$ cat src/rtl/memory_arbiter.sv
// Memory port arbiter: shares one memory port between instruction fetch and
// load/store. Data has priority, bounded by a starvation cap that guarantees
// fetch progress; a cycle timeout turns a hung memory into a bus error.
module memory_arbiter #(
  parameter int unsigned ADDRESS_WIDTH = 32,
  parameter int unsigned DATA_WIDTH    = 32,
  parameter int unsigned STARVE_LIMIT  = 4,
  parameter int unsigned TIMEOUT       = 16
) (
  input  logic                      clock,
  input  logic                      reset,
  // instruction fetch port
  input  logic                      inst_request,
  input  logic [ADDRESS_WIDTH-1:0]  inst_address,
  output logic                      inst_ready,
  output logic [DATA_WIDTH-1:0]     inst_data,
  // load/store port
  input  logic                      data_request,
  input  logic                      data_write,
  input  logic [DATA_WIDTH/8-1:0]   data_select,
  input  logic [ADDRESS_WIDTH-1:0]  data_address,
  input  logic [DATA_WIDTH-1:0]     data_write_data,
  output logic                      data_ready,
  output logic [DATA_WIDTH-1:0]     data_read_data,
  output logic                      bus_error,
  // memory side
  output logic                      mem_request,
  output logic                      mem_write,
  output logic [DATA_WIDTH/8-1:0]   mem_select,
  output logic [ADDRESS_WIDTH-1:0]  mem_address,
  output logic [DATA_WIDTH-1:0]     mem_write_data,
  input  logic                      mem_ack,
  input  logic [DATA_WIDTH-1:0]     mem_read_data
);

  localparam int unsigned StarveWidth = $clog2(STARVE_LIMIT + 1);
  localparam int unsigned TimerWidth  = $clog2(TIMEOUT);

  localparam logic [StarveWidth-1:0] StarveMax = StarveWidth'(STARVE_LIMIT);
  // Timer holds the number of ack-less edges seen so far; the edge that
  // would make it TIMEOUT is the abort edge.
  localparam logic [TimerWidth-1:0]  TimerLast = TimerWidth'(TIMEOUT - 1);

  typedef enum logic [1:0] {
    StIdle,
    StInst,
    StData,
    StDone
  } state_e;

  state_e                 state;
  logic [StarveWidth-1:0] starve_count;
  logic [TimerWidth-1:0]  timer;

  logic grant_data;
  logic grant_inst;

  // Grant decision in IDLE: data wins unless fetch has been starved too long.
  always_comb begin
    grant_data = data_request && (!inst_request || (starve_count < StarveMax));
    grant_inst = !grant_data && inst_request;
  end

  // Grant FSM with registered memory command and completion outputs.
  always_ff @(posedge clock or negedge reset) begin
    if (!reset) begin
      state          <= StIdle;
      starve_count   <= '0;
      timer          <= '0;
      inst_ready     <= 1'b0;
      inst_data      <= '0;
      data_ready     <= 1'b0;
      data_read_data <= '0;
      bus_error      <= 1'b0;
      mem_request    <= 1'b0;
      mem_write      <= 1'b0;
      mem_select     <= '0;
      mem_address    <= '0;
      mem_write_data <= '0;
    end else begin
      // Completion strobes are single-cycle by default.
      inst_ready <= 1'b0;
      data_ready <= 1'b0;
      bus_error  <= 1'b0;

      unique case (state)
        StIdle: begin
          if (grant_data) begin
            state          <= StData;
            timer          <= '0;
            mem_request    <= 1'b1;
            mem_write      <= data_write;
            mem_select     <= data_select;
            mem_address    <= data_address;
            mem_write_data <= data_write_data;
            if (inst_request && (starve_count != StarveMax)) begin
              starve_count <= starve_count + 1'b1;
            end
          end else if (grant_inst) begin
            state          <= StInst;
            timer          <= '0;
            starve_count   <= '0;
            mem_request    <= 1'b1;
            mem_write      <= 1'b0;
            mem_select     <= '1;
            mem_address    <= inst_address;
            mem_write_data <= '0;
          end
        end

        StInst, StData: begin
          if (mem_ack) begin
            state       <= StDone;
            mem_request <= 1'b0;
            if (state == StInst) begin
              inst_data  <= mem_read_data;
              inst_ready <= 1'b1;
            end else begin
              // Stores return no data; keep the last load result visible.
              if (!mem_write) begin
                data_read_data <= mem_read_data;
              end
              data_ready <= 1'b1;
            end
          end else if (timer == TimerLast) begin
            state       <= StDone;
            mem_request <= 1'b0;
            bus_error   <= 1'b1;
            if (state == StInst) begin
              inst_data  <= '0;
              inst_ready <= 1'b1;
            end else begin
              if (!mem_write) begin
                data_read_data <= '0;
              end
              data_ready <= 1'b1;
            end
          end else begin
            timer <= timer + 1'b1;
          end
        end

        StDone: begin
          // Requests are not sampled here; a held request is regranted from IDLE.
          state <= StIdle;
        end

        default: state <= StIdle;
      endcase
    end
  end

endmodule

$ cat config.mk
export PLATFORM = sky130hd
export DESIGN_NAME = memory_arbiter
export DESIGN_NICKNAME = d
export VERILOG_FILES = /design/src/rtl/memory_arbiter.sv
export SDC_FILE = /design/constraint.sdc
export NUM_CORES = 1
export LEC_CHECK = 0
export CELL_PAD_IN_SITES_DETAIL_PLACEMENT = 1
export CELL_PAD_IN_SITES_GLOBAL_PLACEMENT = 2
export CORE_MARGIN = 4
export CORE_UTILIZATION = 26
export DETAILED_ROUTE_END_ITERATION = 8
export PLACE_DENSITY_LB_ADDON = 0.08
export REMOVE_ABC_BUFFERS = 1
export SETUP_SLACK_MARGIN = 0.15
export SLEW_MARGIN = 20
export SYNTH_ARGS = -nofsm -noshare
export SYNTH_HDL_FRONTEND = slang
export SYNTH_SLANG_ARGS = --single-unit
$ cat constraint.sdc
create_clock -name clock -period 1.97 [get_ports clock]
set_input_delay 0.394 -clock clock [delete_from_list [all_inputs] [get_ports clock]]
set_output_delay 0.394 -clock clock [all_outputs]
set_load 0.005 [all_outputs]
==> results by group <==
Finish
  • Post-route cell area: 10000 µm²
  • Most common cell after layout, fill and taps aside: clkdlybuf4s50_1
  • Post-layout net count: 897
  • # fillers: 2364
  • N_diodes: 0
  • Layout cells sized above 1: 9.14%
  • Commonest cells after routing, fill and taps aside: 273 x clkdlybuf4s50_1, 146 x dfrtp_1, 60 x mux2_1, 38 x nand2_1
  • Area growth from synthesis to layout: 64.7%

Placed design
  • Post-Place Worst Slack: -0.0462 ns
  • I/O Buffers: 274
  • Placed Area: 9430 µm²
  • HPWL Detailed: 15200 µm
  • Placer congestion estimate: 0.719

STA
  • Hold WS: 0.481 ns
  • Crit share post-route: 88.7%
  • Final Hold Fails: 0
  • Worst slew margin: 69.5%
  • Least-Margin Pin Slew: 0.458 ns
  • Minimum clock period: 1.75 ns
  • Worst Skew: 0.00991 ns
  • Setup WS post-layout: 0.223 ns
  • Final Setup Violations: 0
  • Max Freq: 573 MHz
  • RSZ-0062 raised after global routing: no
  • Slew Limit Fails: 0

Floorplan
  • Die height: 161 µm
  • Chip width: 161 µm
  • Core area: 22800 µm²
  • I/O Pins: 275
  • Initial core utilization: 26.7%
  • FP Rows: 55
  • Die area: 25900 µm²

Synth
  • Yosys warns: 0
  • Register area share after synthesis: 60.0%
  • Post-synth cell types: 37
  • Syn_area_per_cell: 13.2 µm²
  • Synth Register Bits: 146
  • Mapped Area: 6090 µm²
  • Syn Inst Count: 463

Route
  • ANT nets after route: 0
  • Drt drc: 0
  • Number of vias per cell: 4.34
  • Detailed-route wire length: 19300 µm
  • First-pass DRT Iterations: 4
  • Starting DRT DRC Count: 157
  • Wire length per cell: 17.9 µm
  • Via count: 4684

Clocking
  • Longest Clk Path Bufs: 2
  • Sink Count: 146
  • Post_cts resized: 0
  • TritonCTS clock tree: done
  • TritonCTS Buffers: 17
  • Clock Latency Late Sink: 0.41 ns
  • Root buf cell: clkbuf_16
  • H-tree levels: 4
  • Clock-pin slew on the worst setup and hold paths: 0.06 ns

Power and ir drop
  • Static Leak: 4.45 nW
  • PD cells: 1410 nW/µm²
  • Max VDD drop: 0.000510 V

Critical path
  • Crit start category: register
  • Req. time, crit path: 2.26 ns
  • Crit Path Max Fanout: 11
  • CP cell instances: ha_1 > a31o_4 > nand3_2 > buf_12 > mux2_2
  • CP endpoint kind: register
  • R2R cell count: 5
  • Worst path max stage delay: 0.41 ns
  • Crit path kind: register to register
  • Slowest CP cell: dfrtp_1
  • Arrival time of the worst setup path: 2.04 ns
  • Setup slack, reg-to-reg: 0.22 ns

Worst hold path
  • Tightest Hold Check Type: primary input to asynchronous set/reset pin

GRT
  • Largest net degree at the start of global routing: 57
  • Initial antenna violation count: 0
  • Number of global-route vias before repair: 5259
  • Congestion Overflow GR: 0
  • Gr usage total: 14.7%
  • First-pass GRT wire length: 29900 µm

Run status
  • Status: finished, final reports clean

Flow run
  • Maxcap violations: 0
## area by class of cell
type | count | area, µm² | share of cell area, %
inverter | 8 | 30.0 | 0.299
clock inverter | 13 | 151 | 1.51
sequential | 146 | 3650 | 36.4
timing repair buffer | 301 | 3110 | 31.0
clock buffer | 19 | 443 | 4.42
multi-input combinational | 279 | 2250 | 22.4
tap | 313 | 392 | 3.90
## power breakdown
part           internal [W]  switching, W
registers           0.00424      0.000701
clock network       0.00192       0.00131
logic               0.00369       0.00229
## timing repair
item                       4_1_cts  5_1_grt
hold buffers                     1        0
setup endpoints to repair        0        0
hold endpoints to repair        44        0
setup buffers                    0        0
## state kept, by name, indices dropped and copies added, names as in the netlist
name / flops
mem_write: 1
starve_count: 3
data_read_data: 32
inst_data: 32
timer: 4
mem_address: 32
state: 2
inst_ready: 1
mem_write_data: 32
data_ready: 1
bus_error: 1
mem_select: 4
mem_request: 1
## metrics by stage
stage | setup TNS (ns) | cells | power [W] | utilization (%)
final | 0 | 1079 | 0.0142 | 43.9
after floorplan | -58.47 | 433 | 0.00708 | -
after detailed placement | -0.668 | 1046 | 0.0111 | 41.3
after CTS | 0 | 1079 | 0.0145 | 43.9
after global placement | -0.0273 | 1046 | 0.0109 | 41.3
after global routing | 0 | 1079 | 0.0151 | 43.9
## routing by layer
metal | track usage [%] | part of all wire (%) | vias up
met5 | 0 | 0 | -
met4 | 4.42 | 1.5 | 0
met3 | 6.76 | 9.9 | 18
met2 | 24.1 | 47 | 186
met1 | 17.3 | 42 | 2269
li1 | - | - | 2211
## worst max-delay path, delay by kind of cell, from the launching register on
family,cells,cell delay [ns]
compound gates,1,0.26
fa+ha+maj,1,0.26
buf+inv,1,0.17
flops,1,0.41
mux,1,0.35
simple gates,1,0.18
## final timing paths
check,from,endpoint
max in group asynchronous,reset,state[1]$_DFFE_PN0P_
max,timer[0]$_DFFE_PN0P_,data_read_data[31]$_DFFE_PN0P_
min in group clock,mem_address[6]$_DFFE_PN0P_,mem_address[6]$_DFFE_PN0P_
min,reset,data_read_data[29]$_DFFE_PN0P_
min reg2reg,mem_address[6]$_DFFE_PN0P_,mem_address[6]$_DFFE_PN0P_
max reg2reg,timer[0]$_DFFE_PN0P_,data_read_data[31]$_DFFE_PN0P_
## kinds of logic after synthesis
family                   after synthesis  share of synthesized area, %
AND/OR/NAND/NOR                       90                          7.79
adder cells (fa/ha/maj)                6                          1.23
AO/OA/AOI/OAI                         84                          10.0
buffers and inverters                 38                          3.35
multiplexers                          99                          17.6
flip-flops                           146                          60.0
## cells in the mapped netlist
cell / n / share of area, %
clkbuf_1: 9 / 0.55
a31o_4: 1 / 0.29
or3b_2: 1 / 0.14
a21oi_1: 1 / 0.082
o22a_1: 4 / 0.58
buf_6: 4 / 0.74
o21ai_2: 1 / 0.14
a21o_1: 1 / 0.12
buf_2: 13 / 1.1
nor2_1: 7 / 0.43
nand3_4: 1 / 0.29
and3_1: 1 / 0.10
o21ai_0: 1 / 0.082
mux2_2: 5 / 0.92
nor4b_1: 1 / 0.14
nand4_1: 2 / 0.21
o21ai_1: 32 / 2.6
nor3b_2: 1 / 0.21
nor4_1: 1 / 0.10
a22o_1: 34 / 4.9
dfrtp_1: 146 / 60
o21a_1: 1 / 0.12
and2_1: 33 / 3.4
inv_1: 8 / 0.49
nand2_1: 38 / 2.3
a211o_1: 2 / 0.29
mux2_1: 60 / 11
a32o_1: 2 / 0.33
nand2b_1: 1 / 0.10
nand3_2: 1 / 0.16
o22ai_1: 2 / 0.21
ha_1: 6 / 1.2
nand3_1: 2 / 0.16
mux2i_1: 34 / 5.6
buf_4: 4 / 0.49
a21boi_2: 1 / 0.18
a31oi_1: 1 / 0.10
Note: power is estimated with default switching activity, not from simulation.
